## src/rtl/jk_mod_counter_if.sv

```systemverilog
// Control and status bundle for jk_mod_counter: step/load controls in, stage outputs and flags back.
interface jk_mod_counter_if #(
    parameter int WIDTH = 4
);
    logic             en;
    logic             up;
    logic             load;
    logic [WIDTH-1:0] load_val;
    logic [WIDTH-1:0] count;
    logic [WIDTH-1:0] count_n;
    logic             tc;
    logic             wrap;

    modport master (
        output en, up, load, load_val,
        input  count, count_n, tc, wrap
    );

    modport slave (
        input  en, up, load, load_val,
        output count, count_n, tc, wrap
    );
endinterface

```

## src/rtl/jk_mod_counter.sv

```systemverilog
// Modulo-N up/down counter built from JK stages with load clamp, terminal count and wrap pulse.
// Build option: define JK_MOD_COUNTER_SAT_EN to hold at the terminal instead of wrapping around.
module jk_mod_counter #(
    parameter int WIDTH  = 4,
    parameter int MODULO = 10
) (
    input  logic            clk,
    input  logic            reset,
    jk_mod_counter_if.slave bus
);
    localparam logic [WIDTH-1:0] TERM_MAX = WIDTH'(MODULO - 1);
    localparam logic [WIDTH:0]   MOD_EXT  = (WIDTH + 1)'(MODULO);

    logic [WIDTH-1:0] q;
    logic [WIDTH-1:0] nx;
    logic [WIDTH-1:0] j;
    logic [WIDTH-1:0] k;
    logic             at_top;
    logic             at_bot;
    logic             step_wrap;
    logic             wrap_q;

    always_comb begin
        at_top    = (q == TERM_MAX);
        at_bot    = (q == '0);
        nx        = q;
        step_wrap = 1'b0;
        if (bus.load) begin
            // Load values at or above the modulus would escape the legal range.
            nx = ({1'b0, bus.load_val} >= MOD_EXT) ? TERM_MAX : bus.load_val;
        end else if (bus.en) begin
            if (bus.up) begin
                if (at_top) begin
                    step_wrap = 1'b1;
`ifdef JK_MOD_COUNTER_SAT_EN
                    nx = q;
`else
                    nx = '0;
`endif
                end else begin
                    nx = q + WIDTH'(1);
                end
            end else begin
                if (at_bot) begin
                    step_wrap = 1'b1;
`ifdef JK_MOD_COUNTER_SAT_EN
                    nx = q;
`else
                    nx = TERM_MAX;
`endif
                end else begin
                    nx = q - WIDTH'(1);
                end
            end
        end
        j = nx & ~q;
        k = ~nx & q;
    end

    for (genvar i = 0; i < WIDTH; i++) begin : g_stage
        always_ff @(posedge clk or negedge reset) begin
            if (!reset) begin
                q[i] <= 1'b0;
            end else begin
                case ({j[i], k[i]})
                    2'b10:   q[i] <= 1'b1;
                    2'b01:   q[i] <= 1'b0;
                    2'b11:   q[i] <= ~q[i];
                    default: q[i] <= q[i];
                endcase
            end
        end
    end

    always_ff @(posedge clk or negedge reset) begin
        if (!reset) begin
            wrap_q <= 1'b0;
        end else begin
            wrap_q <= step_wrap;
        end
    end

    assign bus.count   = q;
    assign bus.count_n = ~q;
    assign bus.tc      = bus.up ? at_top : at_bot;
    assign bus.wrap    = wrap_q;
endmodule

```

## src/flat_wrapper.sv

```systemverilog
// flat-port wrapper written by rule: the top's interface ports become plain ports
module jk_mod_counter_flat 
#(
    parameter int WIDTH  = 4,
    parameter int MODULO = 10
)
  (clk, reset, bus_en, bus_up, bus_load, bus_load_val, bus_count, bus_count_n, bus_tc, bus_wrap);
  jk_mod_counter_if #(.WIDTH(WIDTH)) bus_i ();
  input  logic clk;
  input  logic reset;
  input wire logic [$bits(bus_i.en)-1:0] bus_en;
  input wire logic [$bits(bus_i.up)-1:0] bus_up;
  input wire logic [$bits(bus_i.load)-1:0] bus_load;
  input wire logic [$bits(bus_i.load_val)-1:0] bus_load_val;
  output wire logic [$bits(bus_i.count)-1:0] bus_count;
  output wire logic [$bits(bus_i.count_n)-1:0] bus_count_n;
  output wire logic [$bits(bus_i.tc)-1:0] bus_tc;
  output wire logic [$bits(bus_i.wrap)-1:0] bus_wrap;
  assign bus_i.en = bus_en;
  assign bus_i.up = bus_up;
  assign bus_i.load = bus_load;
  assign bus_i.load_val = bus_load_val;
  assign bus_count = bus_i.count;
  assign bus_count_n = bus_i.count_n;
  assign bus_tc = bus_i.tc;
  assign bus_wrap = bus_i.wrap;
  jk_mod_counter #(.WIDTH(WIDTH), .MODULO(MODULO)) u_core (.clk(clk), .reset(reset), .bus(bus_i));
endmodule
```

## config.mk

```make
export PLATFORM = sky130hd
export DESIGN_NAME = jk_mod_counter_flat
export DESIGN_NICKNAME = d
export VERILOG_FILES = /design/src/rtl/jk_mod_counter_if.sv /design/src/rtl/jk_mod_counter.sv /design/src/flat_wrapper.sv
export SDC_FILE = /design/constraint.sdc
export NUM_CORES = 1
export LEC_CHECK = 0
export ABC_AREA = 1
export BUFFER_PORTS_ARGS = -buffer_cell sky130_fd_sc_hd__buf_4
export CAP_MARGIN = 20
export CORE_AREA = 2 2 39 41
export DETAILED_ROUTE_END_ITERATION = 8
export DIE_AREA = 0 0 41 43
export SYNTH_ARGS = -nofsm -noshare
export SYNTH_HDL_FRONTEND = slang
export SYNTH_SLANG_ARGS = --single-unit
export TNS_END_PERCENT = 20
```

## constraint.sdc

```tcl
create_clock -name clk -period 2.45 [get_ports clk]
set_clock_uncertainty 0.15 [all_clocks]
set_input_delay 0.6125 -clock clk [delete_from_list [all_inputs] [get_ports clk]]
set_output_delay 0.6125 -clock clk [all_outputs]
set_load 0.05 [all_outputs]
```

# Word-level counts from Yosys, hierarchy flattened
# Index checks and enable logic that the tools add are counted.
dict set report classes {
  n_reduce_logical 5
  n_lt_le_gt_ge 1
  eq_ne 13
  addsub 2
  bitwise_logic 8
  n_mux 16
}
# operator n
set op_table {}
lappend op_table {{4-bit 2-to-1 mux} 6}
lappend op_table {{2-bit equality test (second input constant)} 8}
lappend op_table {{1-bit case mux with 3 select lines} 4}
lappend op_table {{3-bit nonzero test} 4}
lappend op_table {{4-bit bitwise AND} 2}
lappend op_table {{2-bit by 1-bit equality test with 1-bit output (second input constant)} 4}
lappend op_table {{4-bit inverter} 2}
lappend op_table {{1-bit 2-to-1 mux} 6}
lappend op_table {{4-bit by 1-bit adder with 4-bit output (second input constant)} 1}
lappend op_table {{4-bit equality test (second input constant)} 1}
lappend op_table {{4-bit >= comparator (second input constant)} 1}
lappend op_table {{4-bit zero test} 1}
lappend op_table {{1-bit inverter} 4}
lappend op_table {{4-bit by 1-bit subtractor with 4-bit output (second input constant)} 1}
dict set report totals {
  wordCells 50
  register_bits 5
  output_inout_bits 10
  inputBits 9
}

# Logic depth before layout (Yosys ltp)
# Gate-level depths: netlist of the first run.
dict set report logic_depth {
  ltp_word 9
  mapped_depth 12
  depth_no_buf 11
}

# Worst setup path after synthesis of the first run
# No wires, ideal clock.
dict set report synth_path {
  path_type {register to output}
  from {register u_core.q[1] (netlist: u_core.bus.count[1])}
  to {output port bus_tc}
  stages_incl_launch_ff 6
  path_buffers 0
  required_ns 1.688
  setup_slack_ns 0.143
  t_arrival_ns 1.544
  cell_sequence {dfrtp_1 > inv_2 > nand4_1 > nand2_1 > nand2_1 > inv_1}
}
dict set report synth_between {
  elab_chain_cells 2
  elab_cells_between_ends 3
  classes_between {eq/ne (1); mux (1); reduce/logical (1)}
}
# item line_no
set synth_rtl {}
lappend synth_rtl {{start, declared} jk_mod_counter.sv:14} ;# logic [WIDTH-1:0] q;
lappend synth_rtl {{start signal, assigned by index} jk_mod_counter.sv:68} ;# 2'b11: q[i] <= ~q[i];
lappend synth_rtl {{start signal, assigned by index} jk_mod_counter.sv:69} ;# default: q[i] <= q[i];
lappend synth_rtl {{4-bit equality test or 4-bit zero test (tied branches)} {jk_mod_counter.sv:24, jk_mod_counter.sv:25}}
lappend synth_rtl {{1-bit 2-to-1 mux (*)} jk_mod_counter.sv:85} ;# assign bus.tc = bus.up ? at_top : at_bot;
lappend synth_rtl {{end, declared} flat_wrapper.sv:17} ;# output wire logic [$bits(bus_i.tc)-1:0] bus_tc;
# Every way passes the cells marked *; elsewhere a longest branch is shown, timed or not.

# Worst setup path after layout of the first run
dict set report layout_path {
  from {register u_core.q[0] (netlist: u_core.bus.count[0])}
  to {output port bus_tc}
}
# The elaborated chain is that of the path after synthesis.

==> summary.txt, run 1 <==
Status
  • Status: finished clean

Synth
  • Post-synth cell types: 17
  • Synthesized net count: 92
  • Top post-synthesis cells by area: dfrtp_1, nand2_1, ha_1
  • Post-Synthesis Cells: 79
  • Area share of the largest cell type after synthesis: 25.06%
  • Most common cell in the netlist: nand2_1
  • Async S/R FF share, synth: 100.0%
  • Top_reg_cell synth: dfrtp_1
  • Synth warnings: 0
  • Post-synthesis sequential area ratio: 25.06%
  • Synthesized area: 499.2 sq um
  • Cell accounting for the most synthesized area: dfrtp_1
  • Syn Area/Cell: 6.319 sq um
  • Top post-synthesis cells by count: nand2_1, inv_1, nand3_1, dfrtp_1
  • EDFF count, synth: 0
  • Flops & latches, synth: 5

Pwr
  • Int Power: 0.4010 mW
  • Worst vdd ir: 0.6157 mV
  • Clock power share: 9.2%
  • Combinational power share: 69.7%
  • Pwr dens: 1518 nW/um^2
  • Sw Ratio: 59.85%
  • Flop pwr share: 21.1%
  • Psw: 0.5977 mW
  • Leak: 0.3729 nW
  • Tot Pwr: 0.9987 mW

Final layout
  • Layout cell share with drive strength beyond 1: 29.29%
  • Fill count: 164
  • Non-Filler Instances: 115
  • Area Overhead vs Synth: 31.83%
  • Layout Nets: 113
  • Antenna Cells: 0

CTS
  • CTS Sinks: 5
  • Setup Buffers After CTS: 0
  • CTS clk-pin slew, worst paths: 0.04 ns
  • Total CTS buffers: 3
  • CTS tree: yes
  • Max Root-Sink Buffers: 2
  • Post-CTS Resized: 0
  • Worst-skew pair later-pin latency: 0.24 ns
  • CTS Hold Bufs: 0
  • Root buffer cell: clkbuf_4
  • Htree depth: 1

Global route
  • Aggregate global-route resource usage: 16.06%
  • Initial antenna violation count: 0
  • Overflow after GRT: 0
  • First-pass GRT wire length: 1911 um
  • Number of global-route vias before repair: 487
  • Largest net degree at the start of global routing: 11

STA
  • Slew @ Worst Pin: 0.3348 ns
  • Setup TNS Final: 0 ns
  • Final Hold Viols: 0
  • Slew margin rel.: 77.68%
  • Final worst slack: 0.3256 ns
  • Fin Hold WS: 0.01558 ns
  • Count of pins over their slew limit: 0
  • Max Freq: 470.7 MHz
  • Unrepaired setup endpoints after global routing: false
  • Final setup viols: 0
  • Tcrit/Tclk final: 86.71%
  • Final min period: 2.124 ns

Placed design
  • Port Buffers: 18
  • GP Congestion: 0.7307
  • Dpl cells: 111
  • Hpwl dp: 915.4 um
  • Setup WS pre-CTS: 0.4718 ns

Drt
  • Post-DR vias/cell: 4.965
  • DR vias: 571
  • Post-route ant nets: 0
  • Routed len/inst: 10.05 um
  • Starting DRC count in detailed routing: 10
  • DRT Pass-1 Iters: 4
  • Total Wirelength: 1156 um
  • Drt drc: 0

Floorplan
  • Core outline area: 1384 sq um
  • Total Die Area: 1763 sq um
  • Effective utilization at floorplan: 36.08%
  • I/O pin count: 19
  • Rows: 14
  • Die X: 41 um
  • Die Ht: 43 um

Critical path
  • CP arrival: 1.36 ns
  • Critical Path RT: 1.69 ns
  • Setup CP Type: reg2out
  • Crit path cell chain: nor2_2, nand2_1, nand2_1, nand2_1, inv_1, buf_4
  • CP max FO: 10
  • Element type at the critical path start: flip-flop
  • CP endpoint kind: output pin
  • Most used cell, CP: nand2_1
  • Crit-path max cell delay: 0.49 ns
  • Critical Path Source: u_core.bus.count[0]
  • Critical R2R Launch: u_core.bus.count[0]
  • CP max-delay cell: dfrtp_1

Min path
  • Tightest Hold Check Type: in2async

Job
  • Max_cap viols: 0
## cell usage in the layout, fill, tap and decap left out, types with 4 or more instances in the layout
master	netlist	routed
dfrtp_1	5	5
inv_2	4	4
inv_1	8	8
ha_1	4	4
nand3_1	7	7
a21oi_1	4	4
buf_4	0	18
nand2_1	27	27
o21ai_0	4	4
## worst max-delay path, delay by kind of cell (launching register included)
family	cells	cell delay [ns]
and+or+nand+nor	4	0.40
DFF	1	0.49
buffers and inverters	2	0.23
## power by group through the flow
stage	Clock [mW]	Combinational, mW	Sequential [mW]
global placement	0	0.693	0.210
floorplan	0	0.454	0.292
CTS	0.0977	0.698	0.210
finish	0.0920	0.696	0.210
detailed placement	0	0.697	0.211
global route	0.102	0.772	0.220
## flip-flops by register name (all words and copies together), names as in the netlist
| signal | cells |
|---|---|
| u_core.bus.count | 4 |
| u_core.bus.wrap | 1 |
## area by class of cell
| cell class | count | area [sq um] | share of cell area [%] |
|---|---|---|---|
| Multi-Input combinational cell | 60 | 306.5 | 46.58 |
| Timing Repair Buffer | 18 | 135.1 | 20.53 |
| Sequential cell | 5 | 125.1 | 19.01 |
| Inverter | 12 | 45.04 | 6.844 |
| Clock buffer | 4 | 26.28 | 3.992 |
| Tap cell | 16 | 20.02 | 3.042 |
## worst paths after layout
check,end,slack (ns),depth (start not counted)
setup / recovery,bus_tc,0.33,6
hold / removal,u_core.bus.count[2],0.02,1
setup reg to reg,u_core.bus.count[2],0.67,10
hold reg to reg,u_core.bus.count[2],0.48,2
max in group asynchronous,u_core.bus.count[1],2.03,1
min in group clk,u_core.bus.wrap,0.43,2
## layer usage
| layer | global-route usage (%) | vias to the layer above | wire [um] |
|---|---|---|---|
| li1 | - | 296 | - |
| met1 | 20.98 | 251 | 516 |
| met2 | 23.13 | 22 | 571 |
| met3 | 3.141 | 2 | 67 |
| met4 | 10.00 | 0 | 1 |
| met5 | 0 | - | 0 |
## stage by stage
step | instance area [sq um] | util, %
3_3_place_gp | 631.9 | 45.66
6_report | 658.1 | 47.56
5_1_grt | 658.1 | 47.56
4_1_cts | 658.1 | 47.56
3_5_place_dp | 631.9 | 45.66
2_1_floorplan | 499.2 | -
## cell families (layout without fill, tap and decap cells)
family / after synthesis / count (layout) / synth area share, %
buffers and inverters: 14 / 34 / 13.53
and+or+nand+nor: 44 / 44 / 38.09
AOI/OAI and AO/OA: 12 / 12 / 13.28
adders and majority gates: 4 / 4 / 10.03
DFF: 5 / 5 / 25.06
Power figures use the tool's default switching activity.
==> inputs of run 2 (changes only) <==
--- a/config.mk
+++ b/config.mk
@@ -5,12 +5,12 @@
 export SDC_FILE = /design/constraint.sdc
 export NUM_CORES = 1
 export LEC_CHECK = 0
-export ABC_AREA = 1
 export BUFFER_PORTS_ARGS = -buffer_cell sky130_fd_sc_hd__buf_4
 export CAP_MARGIN = 20
 export CORE_AREA = 2 2 39 41
 export DETAILED_ROUTE_END_ITERATION = 8
 export DIE_AREA = 0 0 41 43
+export PLACE_DENSITY = 0.66
 export SYNTH_ARGS = -nofsm -noshare
 export SYNTH_HDL_FRONTEND = slang
 export SYNTH_SLANG_ARGS = --single-unit
==> run 2 against run 1 <==
Largest power group unchanged. Worst setup slack got worse by 0.21 ns. Synthesized cell count shrank 24%. Critical endpoint unchanged. Clock power is 0.4% lower.
==> summary.txt, run 2 <==
Critical path
  • R2R Setup Slk: 0.44 ns
  • Critical R2R Launch: u_core.bus.count[0]
  • Element type at the critical path start: flip-flop
  • CP max FO: 12
  • Critical Path Source: u_core.bus.count[0]
  • Setup CP Type: reg2out
  • Crit-path max cell delay: 0.48 ns
  • Worst reg2reg path depth: 6
  • Crit path cell chain: or3_4, a211oi_4, buf_4
  • CP endpoint kind: output pin
  • Critical Path RT: 1.69 ns
  • Critical R2R Capture: u_core.bus.count[2]
  • CP arrival: 1.57 ns
  • Worst Setup EP: bus_tc
  • CP max-delay cell: dfrtp_2

CTS
  • Setup Buffers After CTS: 0
  • CTS tree: yes
  • Htree depth: 1
  • Root buffer cell: clkbuf_4
  • CTS Hold Bufs: 0
  • CTS clk-pin slew, worst paths: 0.04 ns
  • Worst-skew pair later-pin latency: 0.23 ns
  • Total CTS buffers: 3
  • CTS Sinks: 5
  • Max Root-Sink Buffers: 2
  • Post-CTS Resized: 0

Job
  • Max_cap viols: 0

Synth
  • Synth warnings: 0
  • Async S/R FF share, synth: 100.0%
  • Flops & latches, synth: 5
  • Cell accounting for the most synthesized area: dfrtp_1
  • Top post-synthesis cells by count: dfrtp_1, buf_4, ha_1, inv_1, mux2i_1
  • Post-synth cell types: 28
  • Synthesized area: 524.3 sq um
  • Post-Synthesis Cells: 60
  • Most common cell in the netlist: dfrtp_1
  • Top post-synthesis cells by area: dfrtp_1, ha_1, mux2i_1
  • Post-synthesis sequential area ratio: 23.87%
  • Syn Area/Cell: 8.738 sq um
  • Area share of the largest cell type after synthesis: 23.87%
  • Top_reg_cell synth: dfrtp_1
  • Synthesized net count: 73
  • EDFF count, synth: 0

Global route
  • Overflow after GRT: 0
  • Aggregate global-route resource usage: 15.16%
  • Initial antenna violation count: 0
  • Number of global-route vias before repair: 456
  • Largest net degree at the start of global routing: 13
  • First-pass GRT wire length: 1869 um

Drt
  • DR vias: 487
  • DRT Pass-1 Iters: 4
  • Drt drc: 0
  • Routed len/inst: 12.28 um
  • Starting DRC count in detailed routing: 12
  • Post-DR vias/cell: 5.237
  • Total Wirelength: 1142 um
  • Post-route ant nets: 0

STA
  • Slew @ Worst Pin: 0.4333 ns
  • Final worst slack: 0.1175 ns
  • Count of pins over their slew limit: 0
  • Final min period: 2.333 ns
  • Setup TNS Final: 0 ns
  • Unrepaired setup endpoints after global routing: false
  • Final Hold Viols: 0
  • Tcrit/Tclk final: 95.21%
  • Final setup viols: 0
  • Max Freq: 428.7 MHz
  • Slew margin rel.: 71.11%

Floorplan
  • Rows: 14
  • Core outline area: 1384 sq um
  • Total Die Area: 1763 sq um
  • I/O pin count: 19
  • Die X: 41 um
  • Effective utilization at floorplan: 37.88%
  • Die Ht: 43 um

Pwr
  • Tot Pwr: 0.9191 mW
  • Worst vdd ir: 0.4110 mV
  • Pwr dens: 1358 nW/um^2
  • Leak: 0.3199 nW

Final layout
  • Max reg flops: 4
  • Area Overhead vs Synth: 29.12%
  • Layout cell share with drive strength beyond 1: 35.06%
  • Design area: 676.9 sq um
  • Layout Nets: 91
  • Leading cell types in the layout, fill and taps excluded: buf_4, inv_1, mux2i_1, ha_1
  • Antenna Cells: 0
  • Commonest non-fill, non-tap cell in the layout: buf_4

Placed design
  • Dpl cell area: 650.6 sq um
  • Hpwl dp: 889.7 um
  • GP Congestion: 0.7781
  • Setup WS pre-CTS: 0.1576 ns
  • Port Buffers: 18

Min path
  • Tightest Hold Check Type: in2async

Status
  • Status: finished clean
[run 2: layer usage]
| layer | vias up | wire length [um] | part of all wire, % | GRT usage [%] |
|---|---|---|---|---|
| li1 | 249 | - | - | - |
| met1 | 229 | 529 | 46 | 21.22 |
| met2 | 9 | 583 | 51 | 20.31 |
| met3 | 0 | 29 | 2.5 | 2.094 |
| met4 | 0 | 0 | 0 | 10.67 |
| met5 | - | 0 | 0 | 0 |
[run 2: how the worst min path moves through the flow]
stage | cells after the start | slack (ns) | from | end
2_1_floorplan | 0 | 0.17 | reset | u_core.bus.count[0]
3_3_place_gp | 1 | 0.26 | reset | u_core.bus.wrap
3_5_place_dp | 1 | 0.27 | reset | u_core.bus.wrap
4_1_cts | 1 | 0.02 | reset | u_core.bus.count[2]
5_1_grt | 1 | 0.009 | reset | u_core.bus.count[2]
6_report | 1 | 0.02 | reset | u_core.bus.count[2]
[run 2: power by group]
| part | total, mW | leakage [nW] | switching, mW | internal [mW] |
|---|---|---|---|---|
| clock network | 0.0916 | 0.0150 | 0.0302 | 0.0613 |
| logic | 0.628 | 0.250 | 0.399 | 0.229 |
| registers | 0.200 | 0.0551 | 0.0825 | 0.117 |
| total | 0.919 | 0.320 | 0.512 | 0.407 |
[run 2: cell families after synthesis]
group,after synthesis,synth area share [%]
AOI/OAI and AO/OA,16,21.72
xor gates and xnor gates,3,5.013
adders and majority gates,4,9.547
buffers and inverters,10,11.69
DFF,5,23.87
muxes,4,7.638
and+or+nand+nor,18,20.53
[run 2: worst max-delay path, delay by kind of cell (launching register included)]
family	cells	cell delay [ns]
AO/OA/AOI/OAI	1	0.20
buffers and inverters	1	0.23
flip-flops	1	0.48
AND/OR/NAND/NOR	1	0.42
[run 2: final cells by class]
class | count | area, sq um
Clock buffer | 4 | 26.28
Fill cell | 144 | 706.9
Inverter | 4 | 15.01
Multi-Input combinational cell | 45 | 345.3
Sequential cell | 5 | 127.6
Tap cell | 16 | 20.02
Timing Repair Buffer | 19 | 142.6
[run 2: per-stage QoR]
stage          hold WS (ns)  std cells  utilization [%]
4_1_cts             0.01537         93            48.92
5_1_grt            0.008514         93            48.92
2_1_floorplan        0.1669         60                -
3_5_place_dp         0.2675         89            47.02
6_report            0.01932         93            48.92
3_3_place_gp         0.2643         89            47.02
==> inputs of run 3 (changes only) <==
--- a/config.mk
+++ b/config.mk
@@ -7,10 +7,9 @@
 export LEC_CHECK = 0
 export BUFFER_PORTS_ARGS = -buffer_cell sky130_fd_sc_hd__buf_4
 export CAP_MARGIN = 20
-export CORE_AREA = 2 2 39 41
+export CORE_MARGIN = 2
+export CORE_UTILIZATION = 30
 export DETAILED_ROUTE_END_ITERATION = 8
-export DIE_AREA = 0 0 41 43
-export PLACE_DENSITY = 0.66
 export SYNTH_ARGS = -nofsm -noshare
 export SYNTH_HDL_FRONTEND = slang
 export SYNTH_SLANG_ARGS = --single-unit
==> constraint.sdc (replaced) <==
create_clock -name clk -period 2.8 [get_ports clk]
set_clock_uncertainty 0.15 [all_clocks]
set_input_delay 0.7 -clock clk [delete_from_list [all_inputs] [get_ports clk]]
set_output_delay 0.7 -clock clk [all_outputs]
set_load 0.05 [all_outputs]
==> run 3 against run 2 <==
Flip-flop and latch count is the same. Wire length down 6.1%. Final cell count rose by 1.1%. Clock power is 10% lower. Highest routed layer unchanged. Clock-buffer cell count unchanged. Combinational power decreased by 14%. Core utilization decreased by 9.4 points. Cell area decreased by 1.3%. Via count decreased by 1.8%.
==> summary.txt, run 3 (same netlist as run 2, synthesis figures left out) <==
Critical path
  • Crit path cell chain: buf_4, or3_4, a211oi_2, buf_4
  • Critical R2R Launch: u_core.bus.count[0]
  • Delay-heaviest family, CP: buffers and inverters
  • Most used cell, CP: buf_4
  • Critical Path Source: bus_up
  • CP max-delay cell: or3_4
  • Setup CP Type: in2out
  • CP max FO: 10
  • Critical Path RT: 1.95 ns
  • CP arrival: 1.65 ns
  • Crit path buf inv count: 2
  • Element type at the critical path start: input pin
  • CP endpoint kind: output pin
  • Crit-path max cell delay: 0.32 ns

Floorplan
  • Die Ht: 45.81 um
  • I/O pin count: 19
  • Effective utilization at floorplan: 31.04%
  • Total Die Area: 2098 sq um
  • Die X: 45.81 um
  • Rows: 15
  • Core outline area: 1689 sq um

Job
  • Max_cap viols: 0

Pwr
  • Tot Pwr: 0.7866 mW
  • Leak: 0.3211 nW
  • Worst vdd ir: 0.3250 mV
  • Pwr dens: 1177 nW/um^2

Final layout
  • Finished Core Util: 39.56%
  • Layout Nets: 91
  • Leading cell types in the layout, fill and taps excluded: buf_4, dfrtp_1, inv_1, mux2i_1, ha_1
  • Max reg flops: 4
  • Commonest non-fill, non-tap cell in the layout: buf_4
  • Layout cell share with drive strength beyond 1: 32.47%
  • Antenna Cells: 0
  • Fill count: 179
  • Area Overhead vs Synth: 27.45%

CTS
  • CTS Sinks: 5
  • Setup Buffers After CTS: 0
  • CTS clk-pin slew, worst paths: 0.04 ns
  • Root buffer cell: clkbuf_4
  • Total CTS buffers: 3
  • Worst-skew pair later-pin latency: 0.24 ns
  • Htree depth: 1
  • Max Root-Sink Buffers: 2
  • CTS Hold Bufs: 0
  • Post-CTS Resized: 0
  • CTS tree: yes

Status
  • Status: finished clean

Placed design
  • Hpwl dp: 864.7 um
  • GP Congestion: 0.7907
  • Setup WS pre-CTS: 0.2989 ns
  • Port Buffers: 18

STA
  • Max Freq: 400.6 MHz
  • Tcrit/Tclk final: 89.15%
  • Slew @ Worst Pin: 0.3805 ns
  • Final min period: 2.496 ns
  • Count of pins over their slew limit: 0
  • Slew margin rel.: 74.63%
  • Final worst slack: 0.3039 ns
  • Unrepaired setup endpoints after global routing: false
  • Final setup viols: 0
  • Final Hold Viols: 0
  • Setup TNS Final: 0 ns

Min path
  • Tightest Hold Check Type: in2async

Drt
  • Starting DRC count in detailed routing: 10
  • Drt drc: 0
  • Post-route ant nets: 0
  • DRT Pass-1 Iters: 4
  • Total Wirelength: 1072 um
  • Post-DR vias/cell: 5.085
  • DR vias: 478
  • Routed len/inst: 11.40 um

Global route
  • Aggregate global-route resource usage: 11.45%
  • Met1 GRT Util: 15.37%
  • Largest net degree at the start of global routing: 12
  • Overflow after GRT: 0
  • Busiest layer in global routing: met2
  • Initial antenna violation count: 0
  • First-pass GRT wire length: 1738 um
  • Number of global-route vias before repair: 406
  • M2 GR Usage: 16.62%
  • Met3 usage: 2.381%
==> run 3: cell counts in the layout (fill, tap and decap cells not counted) <==
Identical to the previous run, type by type.
==> run 3: layout make-up <==
cell class,count,area (sq um),share of cell area (%)
inverters,4,15.01,2.247
multi-input cells,45,337.8,50.56
flip-flops and latches,5,125.1,18.73
repair buffers,19,142.6,21.35
clock buffers,4,26.28,3.933
well taps,17,21.27,3.184
==> run 3: path summary, 6_finish.rpt <==
| kind | end | slack [ns] | depth (start not counted) |
|---|---|---|---|
| setup / recovery | bus_tc | 0.30 | 4 |
| hold reg to reg | u_core.bus.wrap | 0.60 | 3 |
| max in group asynchronous | u_core.bus.count[1] | 2.29 | 1 |
| min in group clk | u_core.bus.wrap | 0.60 | 3 |
| hold / removal | u_core.bus.wrap | 0.10 | 1 |
| setup reg to reg | u_core.bus.count[2] | 0.73 | 7 |
==> run 3: routing by layer <==
metal,up-vias,routed length [um]
met5,-,0
met4,0,0
met3,0,28
met2,8,516
met1,223,527
li1,247,-
==> run 3: power by group <==
part	switching (mW)	internal (mW)
combinational	0.341	0.197
sequential	0.0659	0.0998
clock	0.0285	0.0538
total	0.436	0.351
==> run 3: stage by stage <==
stage / area, sq um / std cells / hold slack, ns
floorplan: 524.3 / 60 / 0.2544
global placement: 641.9 / 90 / 0.3533
detailed placement: 641.9 / 90 / 0.3561
CTS: 668.1 / 94 / 0.09592
global route: 668.1 / 94 / 0.09134
finish: 668.1 / 94 / 0.1043
==> run 3: worst register-to-register path, cell delays in order, from the launching register on <==
cell,delay [ns]
dfrtp_1,0.39
buf_4,0.18
or3_4,0.40
nand2_1,0.07
a211oi_1,0.06
a221o_1,0.27
ha_1,0.29
mux2i_1,0.18
